$ cat src/rtl/gate_bist_pkg.sv
// Shared types and constants for the 2-input gate BIST sequencer.
package gate_bist_pkg;

    // Sequencer states; ST_ prefix keeps them apart from the SETTLE parameter.
    typedef enum logic [1:0] {
        ST_IDLE,
        ST_SETTLE,
        ST_SAMPLE,
        ST_FINISH
    } state_t;

    localparam int NUM_VEC = 4;

    // Truth tables indexed by {a,b}: bit0={0,0} .. bit3={1,1}.
    localparam logic [3:0] TT_NAND = 4'b0111;
    localparam logic [3:0] TT_AND  = 4'b1000;
    localparam logic [3:0] TT_OR   = 4'b1110;
    localparam logic [3:0] TT_XOR  = 4'b0110;

endpackage

$ cat src/rtl/gate_bist_ctrl_timer.sv
// Settle timer: reloads to SETTLE-1 while load is high, counts down while en is high,
// and flags expired during the last enabled cycle of the settle window.
module bist_settle_timer #(
    parameter int SETTLE = 2
) (
    input  logic clk,
    input  logic rst_n,
    input  logic load,
    input  logic en,
    output logic expired
);

    localparam int TW = $clog2(SETTLE) + 1;

    logic [TW-1:0] count;

    // Reload outside the settle window, count down inside it, stop at zero.
    always_ff @(posedge clk or negedge rst_n) begin
        if (!rst_n) begin
            count <= '0;
        end else if (load) begin
            count <= TW'(SETTLE - 1);
        end else if (en && (count != '0)) begin
            count <= count - 1'b1;
        end
    end

    assign expired = en && (count == '0);

endmodule

$ cat src/rtl/gate_bist_ctrl.sv
// BIST sequencer for a 2-input combinational gate: walks all four {a,b} vectors
// for LOOPS passes, samples gate_y after SETTLE cycles and accumulates mismatches.
module gate_bist_ctrl
    import gate_bist_pkg::*;
#(
    parameter logic [3:0] EXP_TT = TT_NAND,
    parameter int         SETTLE = 2,
    parameter int         LOOPS  = 1,
    parameter int         CNT_W  = 8
) (
    input  logic             clk,
    input  logic             rst_n,
    input  logic             start,
    input  logic             abort,
    input  logic             gate_y,
    output logic             gate_a,
    output logic             gate_b,
    output logic             busy,
    output logic             done,
    output logic             pass,
    output logic [3:0]       fail_mask,
    output logic [CNT_W-1:0] fail_cnt
);

    localparam int                LOOP_W    = $clog2(LOOPS) + 1;
    localparam logic [LOOP_W-1:0] LAST_LOOP = LOOP_W'(LOOPS - 1);

    state_t            state;
    logic [1:0]        idx;
    logic [LOOP_W-1:0] loop;
    logic              settle_done;
    logic              timer_load;
    logic              timer_en;

    // Mismatch counter increment that sticks at all-ones instead of wrapping.
    function automatic logic [CNT_W-1:0] sat_inc(input logic [CNT_W-1:0] v);
        return (&v) ? v : v + 1'b1;
    endfunction

    // The timer is held loaded everywhere except SETTLE, so each entry starts a fresh window.
    always_comb begin
        timer_en   = (state == ST_SETTLE);
        timer_load = !timer_en;
    end

    bist_settle_timer #(
        .SETTLE (SETTLE)
    ) u_timer (
        .clk     (clk),
        .rst_n   (rst_n),
        .load    (timer_load),
        .en      (timer_en),
        .expired (settle_done)
    );

    // Sequencer FSM with registered gate drives and result registers; abort overrides any busy state.
    always_ff @(posedge clk or negedge rst_n) begin
        if (!rst_n) begin
            state     <= ST_IDLE;
            idx       <= 2'd0;
            loop      <= '0;
            gate_a    <= 1'b0;
            gate_b    <= 1'b0;
            busy      <= 1'b0;
            done      <= 1'b0;
            pass      <= 1'b0;
            fail_mask <= 4'b0000;
            fail_cnt  <= '0;
        end else if (abort && (state != ST_IDLE)) begin
            // Partial fail_mask/fail_cnt are kept so the aborted run can still be inspected.
            state  <= ST_IDLE;
            busy   <= 1'b0;
            done   <= 1'b0;
            pass   <= 1'b0;
            gate_a <= 1'b0;
            gate_b <= 1'b0;
        end else begin
            case (state)
                ST_IDLE: begin
                    if (start && !abort) begin
                        fail_mask <= 4'b0000;
                        fail_cnt  <= '0;
                        done      <= 1'b0;
                        pass      <= 1'b0;
                        idx       <= 2'd0;
                        loop      <= '0;
                        gate_a    <= 1'b0;
                        gate_b    <= 1'b0;
                        busy      <= 1'b1;
                        state     <= ST_SETTLE;
                    end
                end
                ST_SETTLE: begin
                    if (settle_done) begin
                        state <= ST_SAMPLE;
                    end
                end
                ST_SAMPLE: begin
                    if (gate_y != EXP_TT[idx]) begin
                        fail_mask[idx] <= 1'b1;
                        fail_cnt       <= sat_inc(fail_cnt);
                    end
                    if ((idx == 2'd3) && (loop == LAST_LOOP)) begin
                        state <= ST_FINISH;
                    end else begin
                        idx              <= idx + 2'd1;
                        {gate_a, gate_b} <= idx + 2'd1;
                        if (idx == 2'd3) begin
                            loop <= loop + 1'b1;
                        end
                        state <= ST_SETTLE;
                    end
                end
                ST_FINISH: begin
                    // fail_mask already holds the last SAMPLE update here.
                    done   <= 1'b1;
                    pass   <= (fail_mask == 4'b0000);
                    busy   <= 1'b0;
                    gate_a <= 1'b0;
                    gate_b <= 1'b0;
                    state  <= ST_IDLE;
                end
                default: begin
                    state <= ST_IDLE;
                end
            endcase
        end
    end

endmodule

$ cat config.mk
export PLATFORM = sky130hd
export DESIGN_NAME = gate_bist_ctrl
export DESIGN_NICKNAME = d
export VERILOG_FILES = /design/src/rtl/gate_bist_pkg.sv /design/src/rtl/gate_bist_ctrl_timer.sv /design/src/rtl/gate_bist_ctrl.sv
export SDC_FILE = /design/constraint.sdc
export NUM_CORES = 1
export LEC_CHECK = 0
export CAP_MARGIN = 5
export CORE_MARGIN = 5
export CORE_UTILIZATION = 41
export CTS_CLUSTER_SIZE = 25
export DETAILED_ROUTE_END_ITERATION = 8
export SLEW_MARGIN = 20
export SYNTH_ARGS = -nofsm -noshare
export SYNTH_HDL_FRONTEND = slang
export SYNTH_SLANG_ARGS = --single-unit
$ cat constraint.sdc
create_clock -name clk -period 3.3 [get_ports clk]
set_clock_uncertainty 0.2 [all_clocks]
set_input_delay 0.66 -clock clk [delete_from_list [all_inputs] [get_ports clk]]
set_output_delay 0.66 -clock clk [all_outputs]
set_load 0.05 [all_outputs]
==> results.sh <==
export IMPL_grt_setup_unrepaired="no"
export IMPL_area_growth_pct=18.4
export IMPL_clock_path_buffers=2
export IMPL_cp_top_family="adder cells"
export IMPL_synthCells=147
export IMPL_grt_pass1_wl_um=4980
export IMPL_synth_top_area_cell="dfrtp_1"
export IMPL_drc=0
export IMPL_die_h_um=68.6
export IMPL_core_um2=3340
export IMPL_drt_first_pass_iters=4
export IMPL_fin_tns_setup_ns=0
export IMPL_synth_top_area_share_pct=42.7
export IMPL_setup_viol=0
export IMPL_wirelength_um=2860
export IMPL_dp_cells=210
export IMPL_drtIter0Drc=56
export IMPL_htree_levels=1
export IMPL_slew_violations=0
export IMPL_syn_avg_cell_area_um2=9.57
export IMPL_grt_pass1_vias=1059
export IMPL_worstMarginPinSlew_ns=0.680
export IMPL_p_per_area_nw_per_um2=705
export IMPL_hpwl_um=2100
export IMPL_synthArstFlopShare_pct=100
export IMPL_port_buffers=21
export IMPL_timing_final_ws_setup_ns=0.713
export IMPL_period_needed_ns=2.59
export IMPL_numCtsBuffers=3
export IMPL_die_area_um2=4700
export IMPL_ir_drop_mv=0.331
export IMPL_critical_path_buf_inv_count=2
export IMPL_fp_row_count=21
export IMPL_syn_area_um2=1410
export IMPL_post_cts_resized=0
export IMPL_startpoint_type="flop"
export IMPL_overflow=0
export IMPL_ant_nets=0
export IMPL_synthTopCellsByArea="dfrtp_1 43%, ha_1 9.8%, a21oi_1 5.0%, nand2_1 4.0%, o21ai_0 3.6%"
export IMPL_clock_sinks=24
export IMPL_path_max_fanout=20
export IMPL_clockRootBuffer="clkbuf_4"
export IMPL_drive_gt1_share_pct=6.59
export IMPL_ioPinCount=22
export IMPL_grt_usage_pct=13.8
export IMPL_outcome="finished clean"
export IMPL_hold_buffers=0
export IMPL_vias_per_cell=5.40
export IMPL_slowest_stage="ha_1"
export IMPL_nNetsFinal=185
export IMPL_multiInputGateArea_um2=726
export IMPL_synth_distinct_cells=37
export IMPL_grt_max_degree=25
export IMPL_cts_setup_buffers=0
export IMPL_post_route_period_util_pct=78.4
export IMPL_final_core_util_pct=49.9
export IMPL_antenna_found_initial=0
export IMPL_post_place_ws_ns=0.741
export IMPL_arrival_ns=2.63
export IMPL_finalHoldViolations=0
export IMPL_fillCellCount=308
export IMPL_clk_latency_ns=0.30
export IMPL_holdCritPathClass="reg2reg"
export IMPL_ys_ff_latch=24
export IMPL_vias=1150
export IMPL_cts_tree="built"
export IMPL_start_util_pct=42.1
export IMPL_critPathKind="reg2reg"
export IMPL_synth_edf_count=0
export IMPL_synth_seq_area_share_pct=42.7
export IMPL_timing_slew_headroom_pct=54.3
export IMPL_antennaDiodeCount=0
export IMPL_clk_pin_slew_ns=0.12
export IMPL_yosys_warnings=0
export IMPL_critPathMaxStageDelay_ns=0.62
export IMPL_wire_per_inst_um=13.4
export IMPL_finalPower_mw=1.17
export IMPL_seqCellArea_um2=601
export IMPL_layout_cells_non_filler=213
export IMPL_power_leakage_nw=0.715
export IMPL_synth_nets=163
export IMPL_place_gp_congestion=0.786
export IMPL_die_w_um=68.6
export IMPL_critPathRequiredTime_ns=3.34
export IMPL_fmax_mhz=387
export IMPL_end_kind="flop"
export IMPL_synth_top_flop_cell="dfrtp_1"
export IMPL_crit_path_cell_trace="inv_1 > ha_1 > nor2_1 > a2111oi_4 > buf_4 > a41oi_1 > a21oi_1"
export IMPL_max_cap_violations=0
-- flip-flops by register name (all words and copies together), names as in the netlist --
register / flops
fail_cnt: 8
done: 1
gate_b: 1
state: 2
gate_a: 1
pass: 1
busy: 1
fail_mask: 4
idx: 2
loop: 1
u_timer.count: 2
-- where the power goes --
group / leakage (nW) / switching, mW / internal [mW] / total, mW
combinational: 0.378 / 0.398 / 0.231 / 0.628
clock: 0.0138 / 0.0814 / 0.0425 / 0.124
sequential: 0.323 / 0.0611 / 0.361 / 0.422
total: 0.715 / 0.540 / 0.634 / 1.17
-- worst paths after layout --
check / slack, ns / cells after the start / to / start
worst max-delay path: 0.71 / 7 / fail_cnt[4] / state[0]
worst min-delay path: 0.29 / 1 / pass / fail_mask[3]
worst max register to register: 0.71 / 7 / fail_cnt[4] / state[0]
worst min register to register: 0.29 / 1 / pass / fail_mask[3]
max in group asynchronous: 2.15 / 2 / idx[1] / rst_n
min in group asynchronous: 0.51 / 2 / done / rst_n
-- worst reg2reg max path, delay by kind of cell, from the launching register on --
family / cells / cell delay [ns]
AND/OR/NAND/NOR: 1 / 0.20
adder cells (fa/ha/maj): 1 / 0.62
buffers and inverters: 2 / 0.43
flip-flops: 1 / 0.46
AO/OA/AOI/OAI: 3 / 0.62
-- metal layers --
metal / vias to the layer above / GRT usage, % / share of wire (%)
li1: 565 / - / -
met3: 2 / 3.73 / 6.9
met5: - / 0 / 0
met4: 0 / 3.72 / 0.52
met2: 27 / 19.5 / 44
met1: 556 / 20.4 / 48
-- per-stage QoR --
step / instance area [um^2] / hold slack [ns]
detailed placement: 1640 / 0.274
global placement: 1640 / 0.263
CTS: 1670 / 0.294
finish: 1670 / 0.293
floorplan: 1410 / 0.164
global route: 1670 / 0.305
-- placed cells by master (no fill, tap or decap), types with 3 or more instances in the layout --
master / netlist / layout
clkbuf_4: 0 / 3
ha_1: 11 / 11
a31oi_1: 3 / 3
mux2_2: 3 / 3
o21ai_0: 10 / 10
o31ai_1: 3 / 3
a21oi_1: 14 / 14
nand3_1: 4 / 4
nand2b_1: 4 / 4
nand2_1: 15 / 15
clkdlybuf4s50_1: 0 / 21
inv_1: 9 / 9
and3_1: 4 / 4
dfrtp_1: 24 / 24
nor2_1: 11 / 11
-- synthesized netlist by cell type (2+ instances only) --
library cell / count
dfrtp_1: 24
nand2_1: 15
a21oi_1: 14
ha_1: 11
nor2_1: 11
o21ai_0: 10
inv_1: 9
and3_1: 4
nand2b_1: 4
nand3_1: 4
a31oi_1: 3
mux2_2: 3
o31ai_1: 3
a41oi_1: 2
and2_1: 2
buf_4: 2
buf_6: 2
nand4_1: 2
nor2b_1: 2
o211ai_1: 2
xor2_1: 2
-- cell type report --
class	instances	area share [%]
multi-input combinational	108	43.6
sequential	24	36.1
timing repair buffer	23	13.5
tap	46	3.46
inverter	9	2.03
clock buffer	3	1.35
-- logic make-up (layout without fill, tap and decap cells) --
kind of cell               count (synthesis)  count (layout)  synth area share [%]
muxes                                      4               4                  3.11
adders and majority gates                 11              11                  9.79
DFF                                       24              24                  42.7
buffers and inverters                     15              35                  5.69
and+or+nand+nor                           51              51                  18.6
xor gates and xnor gates                   2               2                  1.25
AOI/OAI and AO/OA                         40              40                  18.9
Note: power is estimated with default switching activity, not from simulation.
